**config.mk**
```make
export PLATFORM = sky130hd
export DESIGN_NAME = fwd_hazard_ctrl
export DESIGN_NICKNAME = d
export VERILOG_FILES = /design/src/rtl/pipe_pkg.sv /design/src/rtl/fwd_sel_calc.sv /design/src/rtl/fwd_hazard_ctrl.sv
export SDC_FILE = /design/constraint.sdc
export NUM_CORES = 1
export LEC_CHECK = 0
export CAP_MARGIN = 30
export CORE_AREA = 2 2 55 57
export CTS_CLUSTER_DIAMETER = 50
export DETAILED_ROUTE_END_ITERATION = 16
export DIE_AREA = 0 0 57 59
export PLACE_DENSITY = 0.76
export RECOVER_POWER = 25
export SLEW_MARGIN = 20
export SYNTH_ARGS = -nofsm -noshare
export SYNTH_HDL_FRONTEND = slang
export SYNTH_HIERARCHICAL = 1
export SYNTH_SLANG_ARGS = --single-unit
```
**constraint.sdc**
```tcl
create_clock -name clk -period 2.6 [get_ports clk]
set_clock_uncertainty 0.2 [all_clocks]
set_input_delay 0.52 -clock clk [delete_from_list [all_inputs] [get_ports clk]]
set_output_delay 0.52 -clock clk [all_outputs]
set_load 0.03 [all_outputs]
```
**src/rtl/pipe_pkg.sv**
```systemverilog
// Shared pipeline types for the EX-stage forwarding / hazard controller.
package pipe_pkg;

   localparam int unsigned REG_ADDR_W = 5;
   localparam int unsigned FWD_SEL_W  = 2;
   localparam int unsigned CNT_W      = 32;

   typedef enum logic [FWD_SEL_W-1:0] {
      FWD_REG   = 2'b00,
      FWD_EXMEM = 2'b01,
      FWD_MEMWB = 2'b10
   } fwd_sel_e;

   typedef enum logic [1:0] {
      RUN      = 2'b00,
      LD_STALL = 2'b01,
      MEM_WAIT = 2'b10
   } hz_state_e;

   typedef struct packed {
      logic                  valid;
      logic [REG_ADDR_W-1:0] rd;
      logic                  wr;
      logic                  ld;
   } inflight_t;

   localparam inflight_t INFLIGHT_BUBBLE = inflight_t'('0);

endpackage

```
**src/rtl/fwd_sel_calc.sv**
```systemverilog
// Per-source forwarding select and load-use match (purely combinational).
module fwd_sel_calc
   import pipe_pkg::*;
(
   input  logic                  id_valid_i,
   input  logic [REG_ADDR_W-1:0] rs_i,
   input  logic                  rs_used_i,
   input  inflight_t             ex_i,
   input  logic                  mem_valid_i,
   input  logic [REG_ADDR_W-1:0] mem_rd_i,
   input  logic                  mem_wr_i,
   output fwd_sel_e              sel_c_o,
   output logic                  load_use_c_o
);

   // Youngest producer wins; x0 is never forwarded.
   always_comb begin
      sel_c_o      = FWD_REG;
      load_use_c_o = 1'b0;
      if (id_valid_i && rs_used_i && (rs_i != '0)) begin
         if (ex_i.valid && ex_i.wr && (ex_i.rd == rs_i)) begin
            sel_c_o      = FWD_EXMEM;
            load_use_c_o = ex_i.ld;
         end else if (mem_valid_i && mem_wr_i && (mem_rd_i == rs_i)) begin
            sel_c_o = FWD_MEMWB;
         end
      end
   end

endmodule

```
**src/rtl/fwd_hazard_ctrl.sv**
```systemverilog
// EX-stage operand-select producer: tracks EX/MEM destinations, registers
// forwarding selects, inserts load-use bubbles, freezes on memory wait and
// honours branch flush. Optional counters under `FWD_STATS_EN`.
module fwd_hazard_ctrl
   import pipe_pkg::*;
(
   input  logic                  clk,
   input  logic                  rst,
   input  logic                  id_valid,
   input  logic [REG_ADDR_W-1:0] id_rs1,
   input  logic [REG_ADDR_W-1:0] id_rs2,
   input  logic                  id_rs1_used,
   input  logic                  id_rs2_used,
   input  logic [REG_ADDR_W-1:0] id_rd,
   input  logic                  id_reg_write,
   input  logic                  id_is_load,
   input  logic                  flush,
   input  logic                  mem_ready,
   output logic [FWD_SEL_W-1:0]  mux1_sel,
   output logic [FWD_SEL_W-1:0]  mux2_sel,
`ifdef FWD_STATS_EN
   output logic [CNT_W-1:0]      stall_cnt,
   output logic [CNT_W-1:0]      fwd_cnt,
`endif
   output logic                  stall_if_id,
   output logic                  bubble_ex
);

   hz_state_e             state_q, state_d;
   hz_state_e             prev_q, prev_d;
   hz_state_e             eff_state_c;
   inflight_t             ex_q, ex_d;
   logic                  mem_valid_q, mem_valid_d;
   logic [REG_ADDR_W-1:0] mem_rd_q, mem_rd_d;
   logic                  mem_wr_q, mem_wr_d;
   fwd_sel_e              mux1_q, mux1_d;
   fwd_sel_e              mux2_q, mux2_d;
   logic                  bubble_q, bubble_d;
   fwd_sel_e              sel1_c, sel2_c;
   logic                  lu1_c, lu2_c;
   logic                  load_use_c;
   logic                  stall_c;

   fwd_sel_calc u_rs1 (
      .id_valid_i   (id_valid),
      .rs_i         (id_rs1),
      .rs_used_i    (id_rs1_used),
      .ex_i         (ex_q),
      .mem_valid_i  (mem_valid_q),
      .mem_rd_i     (mem_rd_q),
      .mem_wr_i     (mem_wr_q),
      .sel_c_o      (sel1_c),
      .load_use_c_o (lu1_c)
   );

   fwd_sel_calc u_rs2 (
      .id_valid_i   (id_valid),
      .rs_i         (id_rs2),
      .rs_used_i    (id_rs2_used),
      .ex_i         (ex_q),
      .mem_valid_i  (mem_valid_q),
      .mem_rd_i     (mem_rd_q),
      .mem_wr_i     (mem_wr_q),
      .sel_c_o      (sel2_c),
      .load_use_c_o (lu2_c)
   );

   // State the pipeline is really in once a memory wait resolves.
   assign eff_state_c = (state_q == MEM_WAIT) ? prev_q : state_q;

   // Load-use only from RUN; LD_STALL always returns to RUN after one cycle.
   assign load_use_c = (eff_state_c == RUN) && (lu1_c || lu2_c);

   // Next-state, tracking advance and combinational stall.
   always_comb begin
      state_d     = state_q;
      prev_d      = prev_q;
      ex_d        = ex_q;
      mem_valid_d = mem_valid_q;
      mem_rd_d    = mem_rd_q;
      mem_wr_d    = mem_wr_q;
      mux1_d      = mux1_q;
      mux2_d      = mux2_q;
      bubble_d    = bubble_q;
      stall_c     = 1'b0;

      if (!mem_ready) begin
         // Freeze everything; remember where to resume.
         stall_c = 1'b1;
         state_d = MEM_WAIT;
         if (state_q != MEM_WAIT) begin
            prev_d = state_q;
         end
      end else begin
         mem_valid_d = ex_q.valid;
         mem_rd_d    = ex_q.rd;
         mem_wr_d    = ex_q.wr;
         ex_d        = INFLIGHT_BUBBLE;
         mux1_d      = FWD_REG;
         mux2_d      = FWD_REG;
         bubble_d    = 1'b1;
         state_d     = RUN;
         prev_d      = RUN;
         if (flush) begin
            // Killed ID instruction: bubble into EX, any stall cancelled.
            state_d = RUN;
         end else if (load_use_c) begin
            stall_c = 1'b1;
            state_d = LD_STALL;
         end else if (id_valid) begin
            ex_d.valid = 1'b1;
            ex_d.rd    = id_rd;
            ex_d.wr    = id_reg_write;
            ex_d.ld    = id_is_load;
            mux1_d     = sel1_c;
            mux2_d     = sel2_c;
            bubble_d   = 1'b0;
         end
      end
   end

   // Pipeline tracking, selects and FSM state registers.
   always_ff @(posedge clk or posedge rst) begin
      if (rst) begin
         state_q     <= RUN;
         prev_q      <= RUN;
         ex_q        <= INFLIGHT_BUBBLE;
         mem_valid_q <= 1'b0;
         mem_rd_q    <= '0;
         mem_wr_q    <= 1'b0;
         mux1_q      <= FWD_REG;
         mux2_q      <= FWD_REG;
         bubble_q    <= 1'b1;
      end else begin
         state_q     <= state_d;
         prev_q      <= prev_d;
         ex_q        <= ex_d;
         mem_valid_q <= mem_valid_d;
         mem_rd_q    <= mem_rd_d;
         mem_wr_q    <= mem_wr_d;
         mux1_q      <= mux1_d;
         mux2_q      <= mux2_d;
         bubble_q    <= bubble_d;
      end
   end

   assign mux1_sel    = mux1_q;
   assign mux2_sel    = mux2_q;
   assign bubble_ex   = bubble_q;
   assign stall_if_id = stall_c;

`ifdef FWD_STATS_EN
   logic [CNT_W-1:0] stall_cnt_q;
   logic [CNT_W-1:0] fwd_cnt_q;

   // Saturating stall / forward event counters, idle during memory wait.
   always_ff @(posedge clk or posedge rst) begin
      if (rst) begin
         stall_cnt_q <= '0;
         fwd_cnt_q   <= '0;
      end else if (mem_ready) begin
         if (!flush && load_use_c && (stall_cnt_q != '1)) begin
            stall_cnt_q <= stall_cnt_q + CNT_W'(1);
         end
         if (((mux1_d != FWD_REG) || (mux2_d != FWD_REG)) && (fwd_cnt_q != '1)) begin
            fwd_cnt_q <= fwd_cnt_q + CNT_W'(1);
         end
      end
   end

   assign stall_cnt = stall_cnt_q;
   assign fwd_cnt   = fwd_cnt_q;
`endif

endmodule

```
==> out/qor.yml <==
status: "finished, violations left"
violations: "negative setup slack"
power_density_nw_per_um2: 400
crit_fanout: 2
die_h_um: 59
area_growth_pct: 42.2
first_global_vias: 1085
via_per_inst: 5.17
diodes: 0
seqCellArea_um2: 603
crit_top_cell: "buf_6"
ys_top_cells_by_area: "dfrtp_1 44%, mux2_2 6.9%, xnor2_1 6.7%"
synth_largest_area_cell: "dfrtp_1"
max_slew.worst_pin.slew_ns: 1.29
antenna_found_initial: 0
coreArea_um2: 2710
hpwl_um: 2280
root_buffer: "clkbuf_4"
grt_usage: 0.199
layout_commonest_cell: "buf_4"
finalCritPeriodShare: 1.09
endpoint_kind: "output pin"
critPathRequiredTime_ns: 1.88
io_buffers: 29
syn_inst: 114
grt_pass1_wl_um: 5090
worstSetupStartpointType: "input pin"
first_pass_iters: 2
die_area_um2: 3360
arrival_ns: 2.12
setup_tns_ns: -0.241
syn-num-nets: 138
die_w_um: 57
met1_length_um: 1320
finalHoldViolCount: 0
top_layer: "met4"
io-pin-count: 30
clock_path_buffers: 2
avgSynthCellArea_um2: 11.5
fmax_mhz: 352
cts_hold_buf: 0
cts_tree: "done"
antenna_left: 0
ys_types: 30
clkSinkCount: 24
cp_slowest_cell: "or4_4"
dr_wl_met2_um: 1510
cp_cell_sequence: "buf_6, or4_4, o211ai_4, nor4_2, and2_1, or2_4, nand3_4, o21ai_4, buf_6"
layoutNonFillerInstCount: 201
start_util: 0.485
route.detailed.wl_per_inst_um: 14.8
insertion_delay_ns: 0.32
fin_ws_ns: -0.241
netlist_area_um2: 1310
multi_input_area_um2: 711
grt_max_degree: 25
yosys_warnings: 6
place_inst: 191
rows: 19
ys_seq_area_frac: 0.458
wirelength_um: 2970
ys_seq_elements: 24
max_stage_delay_ns: 0.53
p_leak_nw: 0.836
cts_made_buffers: 3
h-tree-depth: 1
nFillCells: 216
drive_gt1_frac: 0.353
clk_pin_slew_worst_paths_ns: 0.12
vias: 1040
final_cell_mix: "25 x buf_4, 22 x dfrtp_1, 16 x clkdlybuf4s50_1"
drv_cap: 0
hold_class: "reg2reg"
drv_slew: 0
peakVddDrop_uv: 298
synth.top_cell.area_share: 0.438
grt-ovfl-total: 0
fin_nets: 195
max_slew_margin: 0.142
path_class: "in2out"
finalWeightedCongestion: 0.897
route.detailed.drc: 0
wl_met3_um: 81
min_period_ns: 2.84
setup_viol: 1
rsz0062_at_grt: "yes"
initialDrtViolationCount: 24
## worst max-delay path, delay by kind of cell
| family | cells | cell delay (ns) |
|---|---|---|
| AOI/OAI and AO/OA | 2 | 0.26 |
| and+or+nand+nor | 5 | 1.10 |
| buffers and inverters | 2 | 0.23 |
## power breakdown
group	total [mW]	leakage (nW)	switching, mW	internal (mW)
logic	0.163	0.502	0.0699	0.0926
registers	0.413	0.320	0.0204	0.393
clock network	0.171	0.0150	0.111	0.0602
## what timing repair did
action | in CTS | in global routing
setup buffers | 6 | 0
pin swaps | 14 | 5
endpoints found under the setup margin | 13 | 1
gates resized for setup | 39 | 2
## path summary, 6_finish.rpt
| kind | cells past startpoint | slack [ns] | end | from |
|---|---|---|---|---|
| max | 9 | -0.24 | stall_if_id | id_rs1[3] |
| min in group asynchronous | 3 | 0.84 | mem_rd_q[4] | rst |
| max in group asynchronous | 3 | 0.53 | ex_q[5] | rst |
| max reg2reg | 9 | 0.42 | ex_q[7] | ex_q[4] |
| min | 2 | 0.30 | bubble_ex | bubble_ex |
| min reg2reg | 2 | 0.30 | bubble_ex | bubble_ex |
## cell type report
type,count,share of cell area
tap,31,0.0208
inverter,3,0.00603
timing repair buffer,56,0.256
sequential,24,0.323
multi-input combinational,83,0.380
clock buffer,4,0.0141
## synthesized netlist by cell type (all sizes together)
library cell	count
nor2	3
nor2b	10
xnor2	10
nand2	3
xor2	10
a31o	10
or4	2
a31oi	1
inv	3
nand2b	1
a22o	1
nand4	4
dfrtp	23
buf	4
o211a	1
mux2	8
nand3	1
o21ai	2
nor4	4
a21oi	2
dfstp	1
and2	2
o211ai	2
or2	1
nor3	5
## through the flow
stage	total power [mW]	cell area [um^2]	utilization	worst slack [ns]	hold slack (ns)
finish	0.746	1870	0.689	-0.241	0.302
global route	0.781	1870	0.689	-0.309	0.336
CTS	0.751	1850	0.684	-0.246	0.307
detailed placement	0.579	1800	0.663	-0.603	0.290
global placement	0.573	1800	0.663	-0.572	0.281
floorplan	0.493	1330	-	0.00856	0.285
## cells by family after synthesis
group,Yosys count,synth area share
xor gates and xnor gates,20,0.133
muxes,8,0.0686
and+or+nand+nor,36,0.173
AOI/OAI and AO/OA,19,0.134
DFF,24,0.458
buffers and inverters,7,0.0324
## routing by layer
layer,vias up,GRT usage
li1,520,-
met1,500,0.256
met2,15,0.325
met3,5,0.0393
met4,0,0.0897
met5,-,0
## flip-flops by register name, indices dropped and copies added (netlist names)
register,flops
bubble_ex,1
ex_q,8
mem_rd_q,5
mem_valid_q,1
mem_wr_q,1
mux1_sel,2
mux2_sel,2
prev_q,2
state_q,2
No activity file was read; power rests on OpenSTA's default activity.
